`config.mk`:
```
export PLATFORM = sky130hd
export DESIGN_NAME = buf_seq
export DESIGN_NICKNAME = d
export VERILOG_FILES = /design/src/rtl/fft3d_pkg.sv /design/src/rtl/idx_cnt3.sv /design/src/rtl/buf_seq.sv
export SDC_FILE = /design/constraint.sdc
export NUM_CORES = 1
export LEC_CHECK = 0
export CAP_MARGIN = 20
export CORE_AREA = 2 2 213 215
export CTS_CLUSTER_SIZE = 8
export DETAILED_ROUTE_END_ITERATION = 10
export DIE_AREA = 0 0 215 217
export SLEW_MARGIN = 20
export SYNTH_ARGS = -nofsm -noshare
export SYNTH_HDL_FRONTEND = slang
export SYNTH_SLANG_ARGS = --single-unit
```
`constraint.sdc`:
```
create_clock -name clock -period 2.1 [get_ports clock]
set_input_delay 0.42 -clock clock [delete_from_list [all_inputs] [get_ports clock]]
set_output_delay 0.42 -clock clock [all_outputs]
set_load 0.01 [all_outputs]
```
`src/rtl/fft3d_pkg.sv`:
```
// ---------------------------------------------------------------------------
// fft3d_pkg
// Shared constants and types for the 96-point 3-D FFT datapath.
//   CUBIC_D : cube edge length (even, <= 127)
//   HALF_D  : number of row pairs (CUBIC_D / 2)
//   IDX_W   : width of one buffer index
//   DATA_W  : width of one packed complex sample
//   state_t : transpose-buffer sequencer phases
//   order_t : nesting order of the shared index counters
// ---------------------------------------------------------------------------
package fft3d_pkg;

    localparam int CUBIC_D = 96;
    localparam int HALF_D  = CUBIC_D / 2;
    localparam int IDX_W   = 7;
    localparam int DATA_W  = 64;

    typedef enum logic [1:0] {
        IDLE  = 2'd0,
        WRITE = 2'd1,
        READ  = 2'd2,
        DRAIN = 2'd3
    } state_t;

    // ORDER_WR: col fastest, then dep, then row.
    // ORDER_RD: row fastest, then col, then dep.
    typedef enum logic {
        ORDER_WR = 1'b0,
        ORDER_RD = 1'b1
    } order_t;

endpackage

```
`src/rtl/idx_cnt3.sv`:
```
// ---------------------------------------------------------------------------
// idx_cnt3
// Three wrapping index counters (row, col, dep) whose carry chain follows a
// selectable nesting order. row counts pairs (0..D/2-1); col and dep count
// 0..D-1.
// Ports:
//   clock, reset_n : clock, asynchronous active-low reset
//   clr            : synchronous clear of all counters (wins over inc)
//   inc            : advance by one step in the selected order
//   order          : ORDER_WR or ORDER_RD nesting
//   row, col, dep  : current indices
//   last           : all three counters sit at their limit
// ---------------------------------------------------------------------------
module idx_cnt3
    import fft3d_pkg::*;
#(
    parameter int D = CUBIC_D,
    parameter int W = IDX_W
) (
    input  logic         clock,
    input  logic         reset_n,
    input  logic         clr,
    input  logic         inc,
    input  order_t       order,
    output logic [W-1:0] row,
    output logic [W-1:0] col,
    output logic [W-1:0] dep,
    output logic         last
);

    localparam logic [W-1:0] FULL_MAX = W'(D - 1);
    localparam logic [W-1:0] HALF_MAX = W'(D / 2 - 1);

    logic row_wrap;
    logic col_wrap;
    logic dep_wrap;

    assign row_wrap = (row == HALF_MAX);
    assign col_wrap = (col == FULL_MAX);
    assign dep_wrap = (dep == FULL_MAX);
    assign last     = row_wrap & col_wrap & dep_wrap;

    // NOTE: sequential state is updated only with non-blocking assignments so
    // every flop samples pre-edge values regardless of statement order.
    always_ff @(posedge clock or negedge reset_n) begin
        if (!reset_n) begin
            row <= '0;
            col <= '0;
            dep <= '0;
        end else if (clr) begin
            row <= '0;
            col <= '0;
            dep <= '0;
        end else if (inc) begin
            if (order == ORDER_WR) begin
                col <= col_wrap ? '0 : col + 1'b1;
                if (col_wrap) begin
                    dep <= dep_wrap ? '0 : dep + 1'b1;
                    if (dep_wrap) begin
                        row <= row_wrap ? '0 : row + 1'b1;
                    end
                end
            end else begin
                row <= row_wrap ? '0 : row + 1'b1;
                if (row_wrap) begin
                    col <= col_wrap ? '0 : col + 1'b1;
                    if (col_wrap) begin
                        dep <= dep_wrap ? '0 : dep + 1'b1;
                    end
                end
            end
        end
    end

endmodule

```
`src/rtl/buf_seq.sv`:
```
// ---------------------------------------------------------------------------
// buf_seq
// Sequencer for the 3-D FFT transpose buffer. Accepts sample pairs over a
// valid/ready handshake and writes them in write order, then sweeps the
// buffer once in transposed order and re-times the 2-cycle read data into a
// valid-qualified stream.
// Ports:
//   clock, reset_n             : clock, asynchronous active-low reset
//   start                      : begin one frame (honoured only in IDLE)
//   in_valid / in_ready        : upstream pair handshake (ready only in WRITE)
//   in_data0 / in_data1        : even-row / odd-row sample of the pair
//   mem_wr / mem_rd            : registered buffer write / read strobes
//   row_no / col_no / dep_no   : registered buffer indices (row = pair index)
//   mem_wrdata0 / mem_wrdata1  : registered write data
//   mem_rddata0 / mem_rddata1  : buffer read data (2 cycles after mem_rd)
//   out_valid                  : downstream pair valid, no backpressure
//   out_data0 / out_data1      : pass-through of the buffer read data
//   busy                       : any phase other than IDLE
//   done                       : one-cycle pulse in the last DRAIN cycle
// ---------------------------------------------------------------------------
module buf_seq #(
    parameter int CUBIC_D = fft3d_pkg::CUBIC_D,
    parameter int IDX_W   = fft3d_pkg::IDX_W,
    parameter int DATA_W  = fft3d_pkg::DATA_W
) (
    input  logic              clock,
    input  logic              reset_n,
    input  logic              start,
    input  logic              in_valid,
    output logic              in_ready,
    input  logic [DATA_W-1:0] in_data0,
    input  logic [DATA_W-1:0] in_data1,
    output logic              mem_wr,
    output logic              mem_rd,
    output logic [IDX_W-1:0]  row_no,
    output logic [IDX_W-1:0]  col_no,
    output logic [IDX_W-1:0]  dep_no,
    output logic [DATA_W-1:0] mem_wrdata0,
    output logic [DATA_W-1:0] mem_wrdata1,
    input  logic [DATA_W-1:0] mem_rddata0,
    input  logic [DATA_W-1:0] mem_rddata1,
    output logic              out_valid,
    output logic [DATA_W-1:0] out_data0,
    output logic [DATA_W-1:0] out_data1,
    output logic              busy,
    output logic              done
);

    import fft3d_pkg::*;

    state_t             state;
    state_t             state_nx;

    logic               wr_hs;      // pair accepted this cycle
    logic               rd_issue;   // read issued this cycle
    logic               rd_end;     // whole read sweep has been issued
    logic               drain_cnt;  // second DRAIN cycle

    logic               cnt_clr;
    logic               cnt_inc;
    order_t             cnt_order;
    logic [IDX_W-1:0]   cnt_row;
    logic [IDX_W-1:0]   cnt_col;
    logic [IDX_W-1:0]   cnt_dep;
    logic               cnt_last;

    logic               rd_vld_d1;

    idx_cnt3 #(
        .D (CUBIC_D),
        .W (IDX_W)
    ) u_idx_cnt3 (
        .clock   (clock),
        .reset_n (reset_n),
        .clr     (cnt_clr),
        .inc     (cnt_inc),
        .order   (cnt_order),
        .row     (cnt_row),
        .col     (cnt_col),
        .dep     (cnt_dep),
        .last    (cnt_last)
    );

    // ---------------- FSM: state register ----------------
    always_ff @(posedge clock or negedge reset_n) begin
        if (!reset_n) begin
            state <= IDLE;
        end else begin
            state <= state_nx;
        end
    end

    // ---------------- FSM: next state ----------------
    // NOTE: every combinational output gets a default first so no path through
    // the case leaves it unassigned and infers a latch.
    always_comb begin
        state_nx = state;
        case (state)
            IDLE:    if (start)              state_nx = WRITE;
            WRITE:   if (wr_hs && cnt_last)  state_nx = READ;
            READ:    if (rd_end)             state_nx = DRAIN;
            DRAIN:   if (drain_cnt)          state_nx = IDLE;
            default:                         state_nx = IDLE;
        endcase
    end

    // ---------------- FSM: outputs ----------------
    always_comb begin
        in_ready = (state == WRITE);
        busy     = (state != IDLE);
        done     = (state == DRAIN) && drain_cnt;
    end

    assign wr_hs    = in_valid && in_ready;
    assign rd_issue = (state == READ) && !rd_end;

    // Counters are cleared on entry to WRITE and on entry to READ, so the read
    // sweep starts at zero in the cycle right after the last write handshake.
    always_comb begin
        cnt_clr   = ((state == IDLE) && start) || (wr_hs && cnt_last);
        cnt_inc   = wr_hs || rd_issue;
        cnt_order = (state == WRITE) ? ORDER_WR : ORDER_RD;
    end

    // ---------------- output and phase-tracking registers ----------------
    always_ff @(posedge clock or negedge reset_n) begin
        if (!reset_n) begin
            mem_wr      <= 1'b0;
            mem_rd      <= 1'b0;
            row_no      <= '0;
            col_no      <= '0;
            dep_no      <= '0;
            mem_wrdata0 <= '0;
            mem_wrdata1 <= '0;
            rd_vld_d1   <= 1'b0;
            out_valid   <= 1'b0;
            rd_end      <= 1'b0;
            drain_cnt   <= 1'b0;
        end else begin
            mem_wr <= wr_hs;
            mem_rd <= rd_issue;

            // Indices hold across input gaps in WRITE and rest at zero once
            // the strobes are idle in the other phases.
            if (wr_hs || rd_issue) begin
                row_no <= cnt_row;
                col_no <= cnt_col;
                dep_no <= cnt_dep;
            end else if (state != WRITE) begin
                row_no <= '0;
                col_no <= '0;
                dep_no <= '0;
            end

            if (wr_hs) begin
                mem_wrdata0 <= in_data0;
                mem_wrdata1 <= in_data1;
            end

            // Buffer read latency is two cycles; out_valid tracks it exactly.
            rd_vld_d1 <= mem_rd;
            out_valid <= rd_vld_d1;

            rd_end    <= (state == READ) && (rd_end || (rd_issue && cnt_last));
            drain_cnt <= (state == DRAIN) && !drain_cnt;
        end
    end

    assign out_data0 = mem_rddata0;
    assign out_data1 = mem_rddata1;

endmodule

```
==> impl_metrics.ini <==
[outcome]
outcome = complete, no violations

[power]
seq_power_share = 0.448
cellPowerDensity_nw_per_um2 = 755
pwr-share-clk = 0.365
combPwrFrac = 0.187
p_sw_mw = 2.34
p_leak_nw = 4.95
swShare = 0.264
total_power_mw = 8.87
intPower_mw = 6.52
irDropWorstVdd_mv = 0.517

[yosys]
yosys-top-cells-area = dfrtp_1, mux2_2, buf_4
synth_edf_count = 0
ys_ff_latch = 178
netlist_area_um2 = 8050
synth_area_per_cell_um2 = 12.4
syn_inst = 650
ys_seq_area_frac = 0.554
ys_async_sr_fraction = 1.00
netlist_top_cells_count = dfrtp_1, mux2_2, buf_4
synth_cell_type_count = 44
synth_top_area_frac = 0.554
synth_top_area_cell = dfrtp_1
ys.flop_type = dfrtp_1
syn_nets = 918
synth_most_common_cell = dfrtp_1
ys_warn_count = 0

[cts]
numCtsBuffers = 17
clock-sinks = 178
htreeDepth = 4
clk_latency_ps = 480
clk_pin_slew_ps = 80
cts_tree = done
clockBufferDepth = 2
cts_root_buffer = clkbuf_16

[global_routing]
grt_pass1_wl_mm = 34.7
antenna_found_initial = 0
overflow = 0
grt_max_degree = 57
grt_pass1_vias = 5875
grtUsageTotal = 0.0992

[finish]
drive_gt1_frac = 0.271
final_nets = 1132
n_antenna_cell = 0
stdcell_area_um2 = 11700
final_cells = 1477
area_delta_synth_final_pct = 45.9

[floorplan]
dieArea_um2 = 46700
core_area_um2 = 44700
die_h_um = 217
die_x_um = 215
num_io_pins = 543
initial_core_util = 0.180
num_rows = 78

[critical_path]
crit_path_end_kind = register
cp-start-kind = register
cp-endpoint = u_idx_cnt3.dep[4]
rr_startpoint = u_idx_cnt3.col[0]
worstPathArrival_ps = 2400
rrSetupSlack_ps = 110
critPathMaxFanout = 7
required_ps = 2520
cp-startpoint = u_idx_cnt3.col[0]
reg2reg_depth = 6
reg2reg_to = u_idx_cnt3.dep[4]
worst-setup-path-type = register to register

[placed_design]
place_area_um2 = 11100
numPortBuffers = 286
dpl.cell_count = 1441
dpl.hpwl_mm = 17.6
pre_cts_slack_ps = -82.2
gp_congestion = 0.806

[timing]
skew_ps = 11.9
slew_violations = 0
fmax_ghz = 0.503
worst_pin_slew_ps = 576
fin_crit_sh = 0.947
hold_violations = 0
period_minus_slack_ps = 1990
fin_setup_tns_ps = 0
slew_headroom = 0.616
finalSetupViolations = 0
rsz0062_at_grt = false
layout_setup_ws_ps = 111

[routing]
drtIter0Drc = 307
post_drt_wl_per_cell_um = 15.5
drt.antenna.violating_nets = 0
drt_wl_total_mm = 22.9
vias = 5622
via_per_inst = 3.81
drc_errors = 0
first_pass_iters = 4

[flow_run]
drv_cap = 0

[worst_hold_path]
hp-class = register to register
min_from = rd_vld_d1
per-stage QoR:
stage,utilization,hold WS (ps)
2_1_floorplan,-,124
3_3_place_gp,0.249,342
3_5_place_dp,0.249,339
4_1_cts,0.263,361
5_1_grt,0.263,382
6_report,0.263,355
metal layers:
layer  GRT usage  vias to the layer above  routed length, µm
met3      0.0629                       55               2790
met5     0.00417                        -                  0
met2       0.154                      337              10700
met1       0.102                     2706               8520
met4      0.0554                        0                912
li1            -                     2524                  -
area by class of cell:
| cell class | instances | area, µm² |
|---|---|---|
| clock buffers | 18 | 439 |
| clock inverters | 14 | 145 |
| fillers | 4717 | 33000 |
| inverters | 7 | 28.8 |
| multi-input cells | 312 | 2510 |
| flip-flops and latches | 178 | 4450 |
| well taps | 600 | 751 |
| repair buffers | 348 | 3410 |
kinds of logic (layout without fill, tap and decap cells):
| group | Yosys count | count (layout) | share of synthesized area |
|---|---|---|---|
| DFF | 178 | 178 | 0.554 |
| adders and majority gates | 8 | 8 | 0.0124 |
| and+or+nand+nor | 134 | 134 | 0.0818 |
| xor gates and xnor gates | 2 | 2 | 0.00218 |
| muxes | 132 | 132 | 0.184 |
| AOI/OAI and AO/OA | 36 | 36 | 0.0300 |
| buffers and inverters | 160 | 387 | 0.136 |
registers in the layout, indices dropped and copies added, names as in the netlist:
signal	flops
mem_wrdata1	64
mem_wrdata0	64
dep_no	7
mem_rd	1
mem_wr	1
u_idx_cnt3.col	7
col_no	7
u_idx_cnt3.row	7
u_idx_cnt3.dep	7
state	2
rd_vld_d1	1
out_valid	1
rd_end	1
row_no	7
drain_cnt	1
worst max-delay path, cell delays in order (launching register included):
cell and delay (ps):
dfrtp_1 400, ha_1 190, and4_4 270, nand2_4 80
or3_4 420, or4_1 480, nand2_1 80
worst min-delay path by stage:
| stage | to | depth (start not counted) |
|---|---|---|
| floorplan | col_no[0] | 0 |
| global placement | out_valid | 0 |
| detailed placement | out_valid | 0 |
| CTS | out_valid | 0 |
| global route | out_valid | 0 |
| finish | out_valid | 0 |
layout by cell type (no fill, tap or decap), types with 3 or more instances in the layout:
cell type and n:
mux2_2 130, nand3_1 33, nand2_1 57, clkdlybuf4s50_1 282, inv_6 5, clkbuf_16 17
and2_1 5, a21oi_1 7, buf_12 7, inv_1 5, or3_1 5, nor2b_1 4
nor2_1 12, buf_4 54, o41ai_1 3, o21ai_0 11, inv_8 3, o211ai_1 3
and3_1 3, ha_1 7, dfrtp_1 178
what timing repair did:
item / in CTS / in global routing
pin swaps: 0 / 0
hold endpoints to repair: 44 / 0
resized for setup: 7 / 4
endpoints found under the setup margin: 3 / 5
hold buffers: 1 / 0
cloned: 0 / 0
buffers inserted: 1 / 2
power groups by stage:
stage | clock network (mW) | registers [mW] | logic [mW]
floorplan | 0 | 4.15 | 0.696
global placement | 0 | 4.03 | 1.66
detailed placement | 0 | 4.04 | 1.68
CTS | 3.42 | 3.97 | 1.68
global route | 3.52 | 4.02 | 1.78
finish | 3.24 | 3.97 | 1.66
(Power assumes the default switching activity.)
